<file path="src/rtl/axis_tone_gen.sv">
// AXI4-Stream test-tone master: sine, square, ramp and impulse waveforms with per-point hold,
// attenuation and full tready backpressure. Registered outputs; tlast marks the end of each period.
module axis_tone_gen #(
  parameter int DATA_W   = 16,
  parameter int PTS_LOG2 = 3,
  parameter int HOLD_W   = 8
) (
  input  logic                  clk,
  input  logic                  reset,
  input  logic                  enable,
  input  logic [1:0]            mode,
  input  logic [HOLD_W-1:0]     hold_cycles,
  input  logic [3:0]            attn,
  output logic                  m_axis_tvalid,
  input  logic                  m_axis_tready,
  output logic [DATA_W-1:0]     m_axis_tdata,
  output logic [DATA_W/8-1:0]   m_axis_tkeep,
  output logic                  m_axis_tlast,
  output logic [15:0]           period_cnt
);

  localparam logic [PTS_LOG2-1:0] LAST_PH = '1;
  localparam logic [DATA_W-1:0]   S_MAX   = {1'b0, {(DATA_W-1){1'b1}}};
  localparam logic [DATA_W-1:0]   S_MIN   = {1'b1, {(DATA_W-1){1'b0}}};

  typedef enum logic [1:0] {IDLE, RUN, DRAIN} state_t;

  state_t                state, state_nx;
  logic [PTS_LOG2-1:0]   phase, phase_nx;
  logic [HOLD_W-1:0]     hold, hold_nx;
  logic [1:0]            mode_l, mode_nx;
  logic [HOLD_W-1:0]     hold_l, hold_l_nx;
  logic [3:0]            attn_l, attn_nx;
  logic [15:0]           pc_nx;
  logic                  tvalid_nx, tlast_nx, load, accept;
  logic [DATA_W-1:0]     tdata_nx;
  logic [DATA_W/8-1:0]   tkeep_nx;

  function automatic logic [DATA_W-1:0] gen_sample(input logic [1:0] m, input logic [3:0] a,
                                                   input logic [PTS_LOG2-1:0] p);
    logic [31:0]              w;
    logic [15:0]              s16;
    logic signed [DATA_W-1:0] raw;
    w   = '0;
    s16 = '0;
    raw = '0;
    case (m)
      2'd0: begin
        case (p[PTS_LOG2-1 -: 3])
          3'd0:    s16 = 16'h0000;
          3'd1:    s16 = 16'h5A7E;
          3'd2:    s16 = 16'h7FFF;
          3'd3:    s16 = 16'h5A7E;
          3'd4:    s16 = 16'h0000;
          3'd5:    s16 = 16'hA582;
          3'd6:    s16 = 16'h8000;
          default: s16 = 16'hA582;
        endcase
        // Left-justify in 32 bits so one slice covers both wider and narrower samples.
        w   = {s16, 16'h0000};
        raw = w[31 -: DATA_W];
      end
      2'd1: raw = p[PTS_LOG2-1] ? S_MIN : S_MAX;
      2'd2: begin
        w     = 32'(p) << (32 - PTS_LOG2);
        w[31] = ~w[31];
        raw   = w[31 -: DATA_W];
      end
      default: raw = (p == '0) ? S_MAX : '0;
    endcase
    return raw >>> a;
  endfunction

  assign accept = m_axis_tvalid & m_axis_tready;

  always_comb begin
    state_nx  = state;
    phase_nx  = phase;
    hold_nx   = hold;
    mode_nx   = mode_l;
    hold_l_nx = hold_l;
    attn_nx   = attn_l;
    pc_nx     = period_cnt;
    tvalid_nx = m_axis_tvalid;
    tdata_nx  = m_axis_tdata;
    tkeep_nx  = m_axis_tkeep;
    tlast_nx  = m_axis_tlast;
    load      = 1'b0;

    case (state)
      IDLE: begin
        if (enable) begin
          state_nx  = RUN;
          mode_nx   = mode;
          hold_l_nx = hold_cycles;
          attn_nx   = attn;
          phase_nx  = '0;
          hold_nx   = '0;
          pc_nx     = '0;
          load      = 1'b1;
        end
      end
      RUN, DRAIN: begin
        if (accept) begin
          if (m_axis_tlast) pc_nx = period_cnt + 16'd1;
          if (state == DRAIN || !enable) begin
            state_nx  = IDLE;
            phase_nx  = '0;
            hold_nx   = '0;
            tvalid_nx = 1'b0;
            tdata_nx  = '0;
            tkeep_nx  = '0;
            tlast_nx  = 1'b0;
          end else begin
            load = 1'b1;
            if (hold == hold_l) begin
              hold_nx  = '0;
              phase_nx = phase + 1'b1;
            end else begin
              hold_nx = hold + 1'b1;
            end
            // Period wrap: the next period runs on freshly sampled config.
            if (m_axis_tlast) begin
              mode_nx   = mode;
              hold_l_nx = hold_cycles;
              attn_nx   = attn;
            end
          end
        end else if (state == RUN && !enable) begin
          state_nx = DRAIN;
        end
      end
      default: state_nx = IDLE;
    endcase

    if (load) begin
      tvalid_nx = 1'b1;
      tkeep_nx  = '1;
      tdata_nx  = gen_sample(mode_nx, attn_nx, phase_nx);
      tlast_nx  = (phase_nx == LAST_PH) && (hold_nx == hold_l_nx);
    end
  end

  always_ff @(posedge clk or posedge reset) begin
    if (reset) begin
      state         <= IDLE;
      phase         <= '0;
      hold          <= '0;
      mode_l        <= '0;
      hold_l        <= '0;
      attn_l        <= '0;
      period_cnt    <= '0;
      m_axis_tvalid <= 1'b0;
      m_axis_tdata  <= '0;
      m_axis_tkeep  <= '0;
      m_axis_tlast  <= 1'b0;
    end else begin
      state         <= state_nx;
      phase         <= phase_nx;
      hold          <= hold_nx;
      mode_l        <= mode_nx;
      hold_l        <= hold_l_nx;
      attn_l        <= attn_nx;
      period_cnt    <= pc_nx;
      m_axis_tvalid <= tvalid_nx;
      m_axis_tdata  <= tdata_nx;
      m_axis_tkeep  <= tkeep_nx;
      m_axis_tlast  <= tlast_nx;
    end
  end

endmodule

</file>
<file path="config.mk">
export PLATFORM = sky130hd
export DESIGN_NAME = axis_tone_gen
export DESIGN_NICKNAME = d
export VERILOG_FILES = /design/src/rtl/axis_tone_gen.sv
export SDC_FILE = /design/constraint.sdc
export NUM_CORES = 1
export LEC_CHECK = 0
export BUFFER_PORTS_ARGS = -buffer_cell sky130_fd_sc_hd__clkbuf_2
export CAP_MARGIN = 25
export CORE_ASPECT_RATIO = 0.5
export CORE_MARGIN = 5
export CORE_UTILIZATION = 45
export CTS_BUF_LIST = sky130_fd_sc_hd__clkbuf_8
export CTS_CLUSTER_SIZE = 20
export DETAILED_ROUTE_END_ITERATION = 16
export PLACE_DENSITY = 0.61
export SKIP_CTS_REPAIR_TIMING = 1
export SLEW_MARGIN = 20
export SYNTH_ARGS = -nofsm -noshare
export SYNTH_HDL_FRONTEND = slang
export SYNTH_SLANG_ARGS = --single-unit
</file>
<file path="constraint.sdc">
create_clock -name clk -period 7.3 [get_ports clk]
set_clock_uncertainty 0.2 [all_clocks]
set_input_delay 0.365 -clock clk [delete_from_list [all_inputs] [get_ports clk]]
set_output_delay 0.365 -clock clk [all_outputs]
set_load 0.02 [all_outputs]
</file>
**After elaboration in Yosys (flattened, before gate mapping)**

Cells that the tools add are included.

- Add/subtract/negate cells: 3
- Shift operators: 1
- Eq/ne operators: 17
- Bitwise logic cells: 2
- Reduce and logical (&&, ||, !) cells: 17
- Multiplexer cells: 55

Operator list:

| kind | count |
|---|---|
| $mux W16 | 9 |
| $mux W8 | 8 |
| $pmux W16 S4 | 1 |
| $pmux W16 S3 | 1 |
| $pmux W16 S2 | 1 |
| $pmux W8 S2 | 2 |
| $mux W2 | 11 |
| $add A16 B1 Y16 const B | 1 |
| $eq A8 B8 Y1 | 2 |
| $mux W4 | 4 |
| $sshr A16 B4 Y16 | 1 |
| $mux W15 | 1 |
| $mux W3 | 4 |
| $eq A3 B3 Y1 const B | 3 |
| $add A8 B1 Y8 const B | 1 |
| $mux W1 | 8 |
| $pmux W2 S2 | 2 |
| $pmux W4 S2 | 1 |
| $reduce_bool A2 Y1 | 4 |
| $eq A3 B2 Y1 const B | 2 |
| $ne A2 B2 Y1 const B | 3 |
| $ne A3 B3 Y1 const B | 2 |
| $pmux W3 S2 | 1 |
| $reduce_and A3 Y1 | 2 |
| 14 further kinds | 20 |

- Register bits after elaboration: 63
- Word-level logic and storage cells: 106

**Logic depth before layout (Yosys ltp)**

Gate-level depths: netlist (run 1).

- Word-level depth: 12
- Gate-level depth with buffers: 13

**Worst setup path before layout (run 1)**

Ideal clock, no wire load.

- Path type: register -> register
- From: register state[0]
- To: register m_axis_tdata[12]
- Path buffers: 1
- Arrival: 2.868 ns
- Stages on the path, launching flop included: 12
- Setup slack: 4.110 ns
- Library setup time: 0.122 ns
- Cell sequence: dfrtp_1 > inv_1 > ha_1 > clkbuf_1 > o21ai_0 > nand2_1 > a22oi_2 > inv_1 > o21ai_0 > a21oi_1 > or4_1 > a32o_1

- Elaborated cells between the ends (all ways): 40
- Classes of those cells: 9 x eq/ne; 1 x shift; 18 x mux; 1 x bitwise; 11 x reduce/logical

RTL lines:

| element | RTL line | RTL |
|---|---|---|
| from (decl) | 28 | `state_t state, state_nx;` |
| from (signal assigned) | 158 | `state <= state_nx;` |
| $eq A2 B2 Y1 | 90, 106 |  |
| $logic_or A1 B1 Y1 | 106 | `if (state == DRAIN \|\| !enable) begin` |
| $mux W2 | 106 |  |
| $mux W2 | 104 | `if (accept) begin` |
| $pmux W2 S2 (*) | 90 | `case (state)` |
| net mode_nx[1] | 31 | `logic [1:0] mode_l, mode_nx;` |
| $eq A2 B2 Y1, or another cell as far along | - |  |
| $pmux W16 S3 (*) | 47 | `case (m)` |
| $mux W16 (*) | 136 | `if (load) begin` |
| $sshr A16 B4 Y16 (*) | 71 | `return raw >>> a;` |
| $mux W16 (*) | 136 |  |
| to (signal assigned) | 166 | `m_axis_tdata <= tdata_nx;` |
| to (decl) | 16 | `output logic [DATA_W-1:0] m_axis_tdata,` |

The timed path passes the listed nets; every way through them passes the cells marked *. The select of a mux whose other input is x is not followed.
A chain may end at the register's enable or synchronous reset.

**Worst setup path in the final report (run 1)**

- From: register state[0]
- To: register m_axis_tdata[12]

- Longest elaborated chain between the ends: 12
- Elaborated cells between the ends (all ways): 40
- Classes of those cells: 9 x eq/ne; 1 x shift; 18 x mux; 1 x bitwise; 11 x reduce/logical

RTL lines:

| element | RTL line | RTL |
|---|---|---|
| $eq A2 B2 Y1 | 90, 106 |  |
| $logic_or A1 B1 Y1 | 106 |  |
| $mux W3 | 106 |  |
| $mux W3 | 104 |  |
| $pmux W3 S2 | 90 |  |
| $eq A3 B3 Y1, or another cell as far along | 49 | `case (p[PTS_LOG2-1 -: 3])` |
| $reduce_or A2 Y1 (no line) | - |  |
| $pmux W16 S4 | 49 |  |
| $pmux W16 S3 | 47 |  |
| $mux W16 | 136 |  |
| $sshr A16 B4 Y16 | 71 |  |
| $mux W16 | 136 |  |

Parallel ways exist; a longest one is shown, timed or not. The select of a mux whose other input is x is not followed.

==> impl_summary.md, run 1 <==
Floorplanning
The area of the core region is just over 0.008 mm2. In this run the count of I/O pins placed on the die edge is 54. The horizontal extent of the die is around 140 um.

The die height is between 70 and 80 um. The initial utilization of the core area, before any placement, comes to 0.468. The overall die area is roughly 0.010 mm2. In this run the core area contains 23 standard-cell rows.

Critical path
Counting both buffers and inverters, the worst setup path holds a total of 2. On the critical path, the stage with the largest delay is an instance of ha_1. The worst path required time is 7320 ps. The total stage count of the critical path is 12.

Traced cell by cell, the critical path runs through inv_1 > ha_1 > nand3_1 > or4b_1 > o21ai_2 > a22oi_1 > inv_2 > nor2_1 > o2111ai_1 > o221ai_1 > or4_1 > a32o_1. At the worst endpoint, the arrival time is approximately 4400 ps. The kind of critical path is reg -> reg. STA classifies the critical path startpoint as a register. Grouping stages by cell kind, the critical path spends the most delay in compound AO/OA/AOI/OAI gates. Of all nets on the critical path, the largest fanout is 14. In this design, the stage delay of the slowest critical-path cell is 540 ps.

The number of cells traversed by the worst register-to-register path is 12. The capturing element type of the critical path is a register.

Global routing
The initial antenna violation count is 0. The number of global-route vias before repair is between 3000 and 4000. The first global-routing pass estimated 16600 um of wire. For this run, the total global-route usage over all layers was measured as 0.199.

Entering global routing, the biggest net connects between 60 and 70 pins. Summed over all layers, the global routing overflow is 0.

Detailed routing
The number of search-and-repair iterations in the first detailed-routing pass is 4. For this block, the via count after detailed routing is roughly 3500. In the routed layout, each cell is associated on average with a via count of ~5.9.

After detailed routing, the average wire length per cell comes to about 17 um. After detailed routing, the number of remaining DRC violations is 0. The count of nets left with antenna violations after detail routing is 0. For this block, the initial DRC count from the detailed router was between 200 and 300. The routed design has 10000 um of wire.

Run status
The flow ran to the end, and the final reports show no timing, DRC or antenna violations.

Layout
The filler cells instantiated in the layout total about 790. From synthesis to final layout, the design area changed by 12.6%. For this run, the share of the core covered by cells in the final layout is 0.527. The number of nets in the final layout is approximately 500. 0 antenna diodes ended up in the layout.

The number of non-filler instances in the completed layout is 595. The share of layout cells above drive strength 1 is 0.178.

STA
The number of max-slew violations in the final report is 0. The fraction of the cycle the final worst path needs is 0.600. The setup total negative slack is 0 ps. Setup repair after global routing left no endpoint under its margin. Setup violations remaining at the end of the flow were counted as 0. The hold violation count in the final report is 0. In this run the tightest slew margin relative to its limit is 0.229. Counting I/O delays and the setup requirement, the final critical path takes 4380 ps. The post-route worst setup slack is 2920 ps. The slew at the pin closest to its max-slew limit is 1160 ps.

Timing would allow up to ~230 MHz.

Power and ir drop
The completed layout was analyzed and its total power is 1.77 mW. Dividing total power by cell area gives a power density of ~410 mW/mm2. Across the VDD grid, the largest voltage drop is just over 0.2 mV. The leakage component of the power is 1.96 nW.

CTS
The cell at the root of the clock tree is clkbuf_8. The TritonCTS clock tree is yes. Buffers inserted during clock tree synthesis total 9. The number of buffers on the longest clock path is 2.

After clock tree synthesis, the clock-pin slew on the worst setup and hold paths is 70 ps. The H-tree depth is 3. The later pin in the worst-skew pair is clocked with a latency of between 300 and 400 ps. Counting every sink on the clock net gives 61.

Logic synthesis
The top cell type's share of synthesized area is 0.402. Summing every instance area after synthesis gives between 0.003 and 0.004 mm2. In this run, synthesis inferred 0 flip-flops with an integrated enable. The commonest cells after synthesis are dfrtp_1, nand2_1, nor2_1, o21ai_0, a21oi_1. dfrtp_1 takes more of the synthesized area than any other cell. The number of nets in the synthesized netlist is between 400 and 500.

The total number of yosys warnings is 0. The sequential fraction of the synthesis area is 0.402. The most numerous cell in the Yosys netlist is dfrtp_1. Sorting the synthesized cells by area gives the leading types as dfrtp_1, nand2_1, o21ai_0. The cell count after synthesis came out at 434.

The mean area per synthesized cell is about 8.7 um2. Synthesis instantiated 60 different standard cells from the library. The total of flip-flops plus latches after synthesis is slightly above 60.

For this run, the leading register cell type out of synthesis is dfrtp_1. The async set or reset register ratio after synthesis is 1.00.

Place
The congestion estimate from routability-driven global placement came to 0.918. The number of placed instances, taps included is 580. The worst slack at placement is between 2000 and 3000 ps. Port buffering added 53 buffers. Detailed placement finished with a half-perimeter wire length of roughly 7000 um.

Min path
The class of the worst hold path is in -> async.

Job
The max-cap check violation count is 0.
==> path summary, 6_finish.rpt <==
path / from / to / slack (ps)
hold / removal: reset / period_cnt[8]$_DFFE_PP0P_ / 40
setup / recovery: state[0]$_DFFE_PP0P_ / m_axis_tdata[12]$_DFFE_PP0P_ / 2920
max in group asynchronous: reset / m_axis_tdata[4]$_DFFE_PP0P_ / 6340
hold reg to reg: m_axis_tdata[11]$_DFFE_PP0P_ / m_axis_tdata[11]$_DFFE_PP0P_ / 270
min in group clk: hold_cycles[1] / hold_l[1]$_DFF_PP0_ / 90
setup reg to reg: state[0]$_DFFE_PP0P_ / m_axis_tdata[12]$_DFFE_PP0P_ / 2920
==> cell type report <==
| cell class | instances | area [um2] | area share |
|---|---|---|---|
| multi-input combinational | 335 | 2100 | 0.492 |
| sequential | 61 | 1530 | 0.357 |
| timing repair buffer | 56 | 285 | 0.0667 |
| tap | 112 | 140 | 0.0328 |
| clock buffer | 10 | 138 | 0.0322 |
| inverter | 16 | 60.1 | 0.0140 |
| clock inverter | 5 | 21.3 | 0.00498 |
==> worst min-delay path: stages <==
cell,delay (ps)
clkbuf_2,90
inv_2,30
buf_4,610
==> cell usage in the layout, fill, tap and decap left out, types with 11 or more instances in the layout <==
cell      instances
clkbuf_2         53
nand2_1          50
xnor2_1          17
nor2_1           43
a22o_1           11
inv_1            14
a21oi_1          20
o21ai_0          35
xor2_1           16
nand3_1          14
dfrtp_1          61
nand4_1          11
==> cell families after synthesis <==
kind of cell | synth area share
simple gates | 0.207
mux | 0.00527
buf+inv | 0.0435
compound gates | 0.243
fa+ha+maj | 0.0231
flops | 0.402
xor+xnor | 0.0761
==> per-layer routing <==
layer	wire (um)	GRT usage	vias up
li1	-	-	1679
met1	4880	0.282	1687
met2	4440	0.307	106
met3	562	0.0533	14
met4	134	0.0526	0
met5	0	0	-
==> power by group <==
part           switching (mW)  internal (mW)  leakage, nW  total (mW)
registers              0.0506          0.420        0.813       0.470
logic                   0.706          0.337         1.05        1.04
clock network           0.127          0.126       0.0957       0.253
total                   0.884          0.882         1.96        1.77
==> flip-flops by register name, summed over array words and instances, names as in the netlist <==
signal        count
mode_l            2
attn_l            4
m_axis_tdata     16
m_axis_tlast      1
hold              8
state             2
hold_l            8
period_cnt       16
m_axis_tkeep      1
phase             3
==> through the flow <==
stage	hold WS, ps	cell area, um2
6_report	36.5	4280
2_1_floorplan	326	3800
3_3_place_gp	251	4110
4_1_cts	59.4	4280
3_5_place_dp	255	4120
5_1_grt	84.0	4280
(Power assumes the default switching activity.)
==> inputs of run 2 (changes only) <==
--- a/config.mk
+++ b/config.mk
@@ -13,7 +13,7 @@
 export CTS_BUF_LIST = sky130_fd_sc_hd__clkbuf_8
 export CTS_CLUSTER_SIZE = 20
 export DETAILED_ROUTE_END_ITERATION = 16
-export PLACE_DENSITY = 0.61
+export PLACE_DENSITY = 0.64
 export SKIP_CTS_REPAIR_TIMING = 1
 export SLEW_MARGIN = 20
 export SYNTH_ARGS = -nofsm -noshare
==> constraint.sdc (replaced) <==
create_clock -name clk -period 3.7 [get_ports clk]
set_clock_uncertainty 0.2 [all_clocks]
set_input_delay 0.185 -clock clk [delete_from_list [all_inputs] [get_ports clk]]
set_output_delay 0.185 -clock clk [all_outputs]
set_load 0.02 [all_outputs]
==> impl_summary.md, run 2 (synthesized netlist as in run 1, its figures left out) <==
Detailed routing
The via density per instance is 5.66. The top layer used by detailed routing is met4. The final wirelength is 10600 um.

In the routed design, unresolved DRC markers number 0. After detailed routing, the average wire length per cell comes to ~17 um. The total met2 wirelength after detailed routing is roughly 4600 um. Across all layers, the routed design uses approximately 3600 vias. The number of search-and-repair iterations in the first detailed-routing pass is 5. In the detailed route, the total length drawn on met3 is slightly below 700 um. The routed length on met1 is 5080 um. The count of nets left with antenna violations after detail routing is 0. The DRC violation total after the first TritonRoute iteration is approximately 220.

Floorplanning
For this configuration, the core starts out at a cell density of 0.468. The die height is 74.9 um. The horizontal extent of the die is around 140 um. The floorplan step defined a die boundary enclosing about 0.010 mm2. Pin placement for this block handled 54 I/O pins. The count of standard-cell rows is 23.

After floorplanning, the core was sized to cover 0.00812 mm2.

Power and ir drop
Across the VDD grid, the largest voltage drop is 0.359 mV. The power density over the cells is approximately 820 mW/mm2. The total internal power is between 1.5 and 2 mW.

In this run the static leakage power is about 2.2 nW. The share of total power dissipated in combinational logic is 0.627. The net load switching power is ~1.9 mW. The share of total power dissipated in the clock network is 0.129.

The switching share of power is 0.489. The share of total power dissipated in sequential elements is 0.243.

Global routing
The all-layer global routing usage is 0.209. The first global-routing pass estimated about 18000 um of wire. The number of global-route vias before repair is about 3500. Summed over all layers, the global routing overflow is 0. Entering global routing, the biggest net connects 39 pins.

The initial antenna violation count is 0.

STA
For the final routed database, the setup TNS stands at 0 ps. The routed design could run at a clock period as short as between 3000 and 4000 ps. Setup repair after global routing left no endpoint under its margin. For the pin with the worst max-slew slack, the measured transition is around 960 ps. The total of endpoints with negative setup slack in the final report is 0.

The max-slew headroom at the worst pin is 0.359. The maximum clock frequency is between 200 and 300 MHz. Of the available clock period, the critical path in the final layout requires 0.937. The number of max-slew violations in the final report came to 0.

The hold violation count in the final report is 0.

Layout
The largest registers in the layout are m_axis_tdata (16), period_cnt (16). The multi-input combinational cell area is 0.00213 mm2. In the layout the commonest cells are dfrtp_1, clkbuf_2, nand2_1. The layout filler cell count is ~770. The area of all sequential standard cells is between 0.0015 and 0.002 mm2. Leaving out filler cells and counting taps, the final layout contains roughly 640. At the end of the flow the core is filled with cells to 0.573. The share of layout cells above drive strength 1 is 0.239. From synthesis to final layout, the design area changed by 22.5%. The antenna diode instance count is 0. The final non-filler cell area is ~0.0046 mm2. The final layout contains 547 nets. The commonest non-fill, non-tap cell in the layout is dfrtp_1.

CTS
The TritonCTS clock tree is yes. The clock passes through at most 2 buffers. The H-tree depth is 3. The number of clock buffers added by TritonCTS is 9.

The clock transition at the registers of the reported paths is roughly 70 ps. CTS saw a little over 60 sinks. At the later pin of the worst-skew pair, clock insertion delay measures roughly 340 ps. The cell at the root of the clock tree is clkbuf_8.

Place
In this run the cell area measured after placement is roughly 0.0043 mm2. Input and output buffers added on the ports amount to 53. The HPWL after detailed placement is 7470 um. In this run, placement finished with an instance count of slightly above 600. The final estimated routing congestion in global placement is 0.960.

Critical path
The largest single stage delay on the critical path is between 500 and 600 ps. The kind of critical path is reg -> reg. The critical path goes through inv_1 > ha_1 > nand3_1 > or4b_1 > o21ai_2 > a22oi_2 > and2_1 > a21oi_1 > o221ai_1 > or4_1 > a32o_1. Data arrives at the worst endpoint at roughly 3500 ps. The highest fanout seen on the critical path is 6. At the worst endpoint, the required time is around 3700 ps. STA classifies the critical path endpoint as a register. Among all stages on the critical path, the largest delay is contributed by or4b_1. The kind of start point of the critical path is a register.

Run status
The flow ran to the end, and the final reports show no timing, DRC or antenna violations.

Min path
In this run the worst hold path is classified as in -> reg.

Job
The tool flagged a number of max-cap violations equal to 0.
-- run 2: final cells by class --
cell class | count | area share
multi-input combinational | 335 | 0.458
sequential | 61 | 0.328
timing repair buffer | 98 | 0.136
tap | 112 | 0.0301
clock buffer | 9 | 0.0266
inverter | 16 | 0.0129
clock inverter | 7 | 0.00753
timing repair inverter | 1 | 0.00108
-- run 2: routing by layer --
layer | vias up | track usage
li1 | 1771 | -
met1 | 1702 | 0.279
met2 | 126 | 0.335
met3 | 17 | 0.0596
met4 | 0 | 0.0698
met5 | - | 0
-- run 2: power by group through the flow --
stage,Combinational (mW),Sequential (mW),Clock (mW)
2_1_floorplan,1.50,1.02,0
3_3_place_gp,2.27,0.937,0
3_5_place_dp,2.27,0.941,0
4_1_cts,2.28,0.931,0.512
5_1_grt,2.64,0.950,0.540
6_report,2.40,0.932,0.496
-- run 2: final timing paths --
| check | start | endpoint | slack [ps] | depth (start not counted) |
|---|---|---|---|---|
| worst max-delay path | state[0]$_DFFE_PP0P_ | m_axis_tdata[12]$_DFFE_PP0P_ | 230 | 11 |
| worst min-delay path | mode[0] | mode_l[0]$_DFF_PP0_ | 4 | 3 |
| worst max register to register | state[0]$_DFFE_PP0P_ | m_axis_tdata[12]$_DFFE_PP0P_ | 230 | 11 |
| worst min register to register | m_axis_tdata[7]$_DFFE_PP0P_ | m_axis_tdata[7]$_DFFE_PP0P_ | 270 | 2 |
| max in group asynchronous | reset | hold_l[5]$_DFF_PP0_ | 2100 | 4 |
| min in group asynchronous | reset | hold_l[7]$_DFF_PP0_ | 350 | 3 |
-- run 2: critical path, delay by kind of cell (launching register included) --
| kind | cells | cell delay, ps |
|---|---|---|
| flip-flops | 1 | 390 |
| AO/OA/AOI/OAI | 5 | 950 |
| adder cells (fa/ha/maj) | 1 | 340 |
| buffers and inverters | 1 | 80 |
| AND/OR/NAND/NOR | 4 | 1400 |
-- run 2: per-stage QoR --
step | hold slack [ps] | worst slack, ps | power (mW)
after floorplan | 150 | 510 | 2.52
after global placement | 196 | 255 | 3.21
after detailed placement | 207 | 230 | 3.21
after CTS | -174 | 201 | 3.73
after global routing | 9.77 | 7.20 | 4.13
final | 4.20 | 234 | 3.83
==> inputs of run 3 (changes only) <==
--- a/config.mk
+++ b/config.mk
@@ -9,11 +9,10 @@
 export CAP_MARGIN = 25
 export CORE_ASPECT_RATIO = 0.5
 export CORE_MARGIN = 5
-export CORE_UTILIZATION = 45
-export CTS_BUF_LIST = sky130_fd_sc_hd__clkbuf_8
+export CORE_UTILIZATION = 38
 export CTS_CLUSTER_SIZE = 20
 export DETAILED_ROUTE_END_ITERATION = 16
-export PLACE_DENSITY = 0.64
+export PLACE_DENSITY = 0.66
 export SKIP_CTS_REPAIR_TIMING = 1
 export SLEW_MARGIN = 20
 export SYNTH_ARGS = -nofsm -noshare
==> impl_summary.md, run 3 (synthesized netlist as in run 1, its figures left out) <==
STA
The maximum clock frequency is around 280 MHz. The total of endpoints with negative setup slack in the final report is 0. On the final layout, the worst hold slack is around 18 ps. The setup total negative slack is 0 ps.

The hold violation count in the final report was 0. For the pin with the worst max-slew slack, the measured transition is just over 800 ps. The worst path needs 3510 ps of the cycle, external delays included. The fraction of the cycle the final worst path needs is 0.949. Setup repair after global routing left no endpoint under its margin. The max-slew headroom at the worst pin is 0.448. The number of max-slew violations in the final report came to 0.

Layout
The signed area change from the synthesized netlist to the final layout is 26.0%. The number of nets in the final layout is 544. The repair_antennas step left the layout with diodes totalling 0. The largest registers in the layout are m_axis_tdata (16), period_cnt (16). Once layout is done, the placed cells without fillers occupy about 0.0048 mm2. In the final layout, the share of cells above drive strength 1 is 0.245. The commonest non-fill, non-tap cell in the layout is dfrtp_1. The finished layout holds roughly 660 standard cells, fillers aside. The library cells used most frequently in the layout, excluding fill and tap cells, are dfrtp_1, clkbuf_2, nand2_1.

Place
In this run the tool buffered the top-level ports with 53 buffer cells. Summing all placed instances gives a cell area of between 0.004 and 0.005 mm2. After detailed placement, the design holds a cell count of between 600 and 700. The final estimated routing congestion in global placement is roughly 0.96. The wire-length estimate of the detail-placed layout is slightly below 8000 um.

Detailed routing
The first detailed-routing pass took 5 iterations. In the routed design, unresolved DRC markers number 0. The count of vias placed by the detailed router is around 3700. The via density per instance is 5.57.

Once detail routing completed, the nets flagged for antenna violations numbered 0. The final wirelength is 10900 um. The detail-routed net length per standard cell is ~17 um. The DRC violation total after the first TritonRoute iteration is between 200 and 300.

Min path
The worst hold path stage count is 3. The min-delay analysis places its worst path in the category in -> reg. The critical hold path startpoint is attn[0]. The capture endpoint of the worst hold path is attn_l[0]$_DFF_PP0_.

Critical path
The setup slack of the most critical reg-to-reg path is 190 ps. For the worst setup path, the data required time is approximately 3700 ps. The kind of critical path is reg -> reg. The origin of the critical flop-to-flop path is state[0]$_DFFE_PP0P_.

Traced cell by cell, the critical path runs through inv_1 > ha_2 > nand3_1 > or4b_1 > o21ai_2 > buf_6 > a22oi_1 > clkinv_1 > buf_4 > o311ai_0 > nand2_1 > a31oi_1 > or3_1 > a22o_1. At the worst endpoint, the arrival time is between 3000 and 4000 ps. In this run the worst path has a maximum fanout of 8. The capture point of the worst reg-to-reg path is m_axis_tdata[10]$_DFFE_PP0P_. The worst register-to-register path has a depth of 14. The kind of start point of the critical path is a register. The capturing element type of the critical path is a register. In this design, the stage delay of the slowest critical-path cell is roughly 500 ps.

On the critical path, the stage with the largest delay is an instance of or4b_1.

Global routing
After global routing the overflow that remains totals 0. The first global-routing pass estimated around 18000 um of wire. The number of global-route vias before repair was 3564.

The all-layer global routing usage is 0.193. The initial antenna violation count is 0. Entering global routing, the biggest net connects 34 pins.

Power and ir drop
Dividing total power by cell area gives a power density of 860 mW/mm2. The post-layout total power is around 4 mW. In this run the static leakage power is roughly 2.2 nW. Across the VDD grid, the largest voltage drop is slightly below 0.4 mV.

Floorplanning
The overall die area is 0.0122 mm2. The core region is approximately 0.0096 mm2. The horizontal extent of the die is 151 um.

Measured along the y axis, the die boundary spans between 80 and 90 um. The initial core utilization is 0.395. The top-level I/O count is 54. Row generation in the floorplan step produced 25 rows.

CTS
The clock drives 61 sinks. The H-tree generated during clock tree synthesis spans 3 levels. After clock tree synthesis, the clock-pin slew on the worst setup and hold paths is ~50 ps.

Clock latency on the worst-skew pair, taken at its later pin, is roughly 330 ps. TritonCTS created 9 clock buffers. The root buffer cell chosen for the clock tree is clkbuf_16. Counting along the longest clock path gives a buffer depth of 2.

TritonCTS built the clock tree.

Job
The max-cap check violation count is 0.

Run status
The flow ran to the end, and the final reports show no timing, DRC or antenna violations.
[run 3: cell types whose count changed in the layout (fill, tap and decap cells not counted), moves of 2 or more]
cell	before	now
clkbuf_8	9	1
o21ai_1	2	4
o21ai_0	35	32
buf_4	34	32
clkbuf_16	0	9
buf_6	0	2
dlygate4sd3_1	11	9
[run 3: where the power goes]
group	total (mW)	internal (mW)	switching (mW)
sequential	0.930	0.829	0.101
combinational	2.42	0.894	1.53
clock	0.763	0.462	0.301
[run 3: layout make-up]
class	instances	area [um2]
multi-input cells	335	2140
well taps	135	169
clock inverters	5	27.5
flip-flops and latches	61	1530
clock buffers	10	239
inverters	16	60.1
repair buffers	96	618
fillers	954	4820
[run 3: worst max path at each step]
stage	startpoint	to	slack, ps	depth (start not counted)
floorplan	state[0]$_DFFE_PP0P_	m_axis_tdata[12]$_DFFE_PP0P_	510	11
global placement	state[0]$_DFFE_PP0P_	m_axis_tdata[3]$_DFFE_PP0P_	80	13
detailed placement	state[0]$_DFFE_PP0P_	m_axis_tdata[3]$_DFFE_PP0P_	40	13
CTS	state[0]$_DFFE_PP0P_	m_axis_tdata[3]$_DFFE_PP0P_	20	13
global route	state[0]$_DFFE_PP0P_	m_axis_tdata[12]$_DFFE_PP0P_	6	11
finish	state[0]$_DFFE_PP0P_	m_axis_tdata[10]$_DFFE_PP0P_	190	14
[run 3: critical path, delay by kind of cell, from the launching register on]
kind / cells / cell delay (ps)
flops: 1 / 390
simple gates: 4 / 1100
buf+inv: 4 / 530
fa+ha+maj: 1 / 360
compound gates: 5 / 810
[run 3: per-layer routing]
layer / vias up / GRT usage / part of all wire
met5: - / 0 / 0
met4: 0 / 0.0633 / 0.023
met3: 22 / 0.0445 / 0.061
met2: 112 / 0.297 / 0.45
met1: 1765 / 0.267 / 0.47
li1: 1764 / - / -
[run 3: per-stage QoR]
step | setup WS (ps) | utilization
floorplan | 510 | -
global placement | 81.2 | 0.455
detailed placement | 37.6 | 0.455
CTS | 23.8 | 0.482
global route | 6.31 | 0.498
finish | 188 | 0.498
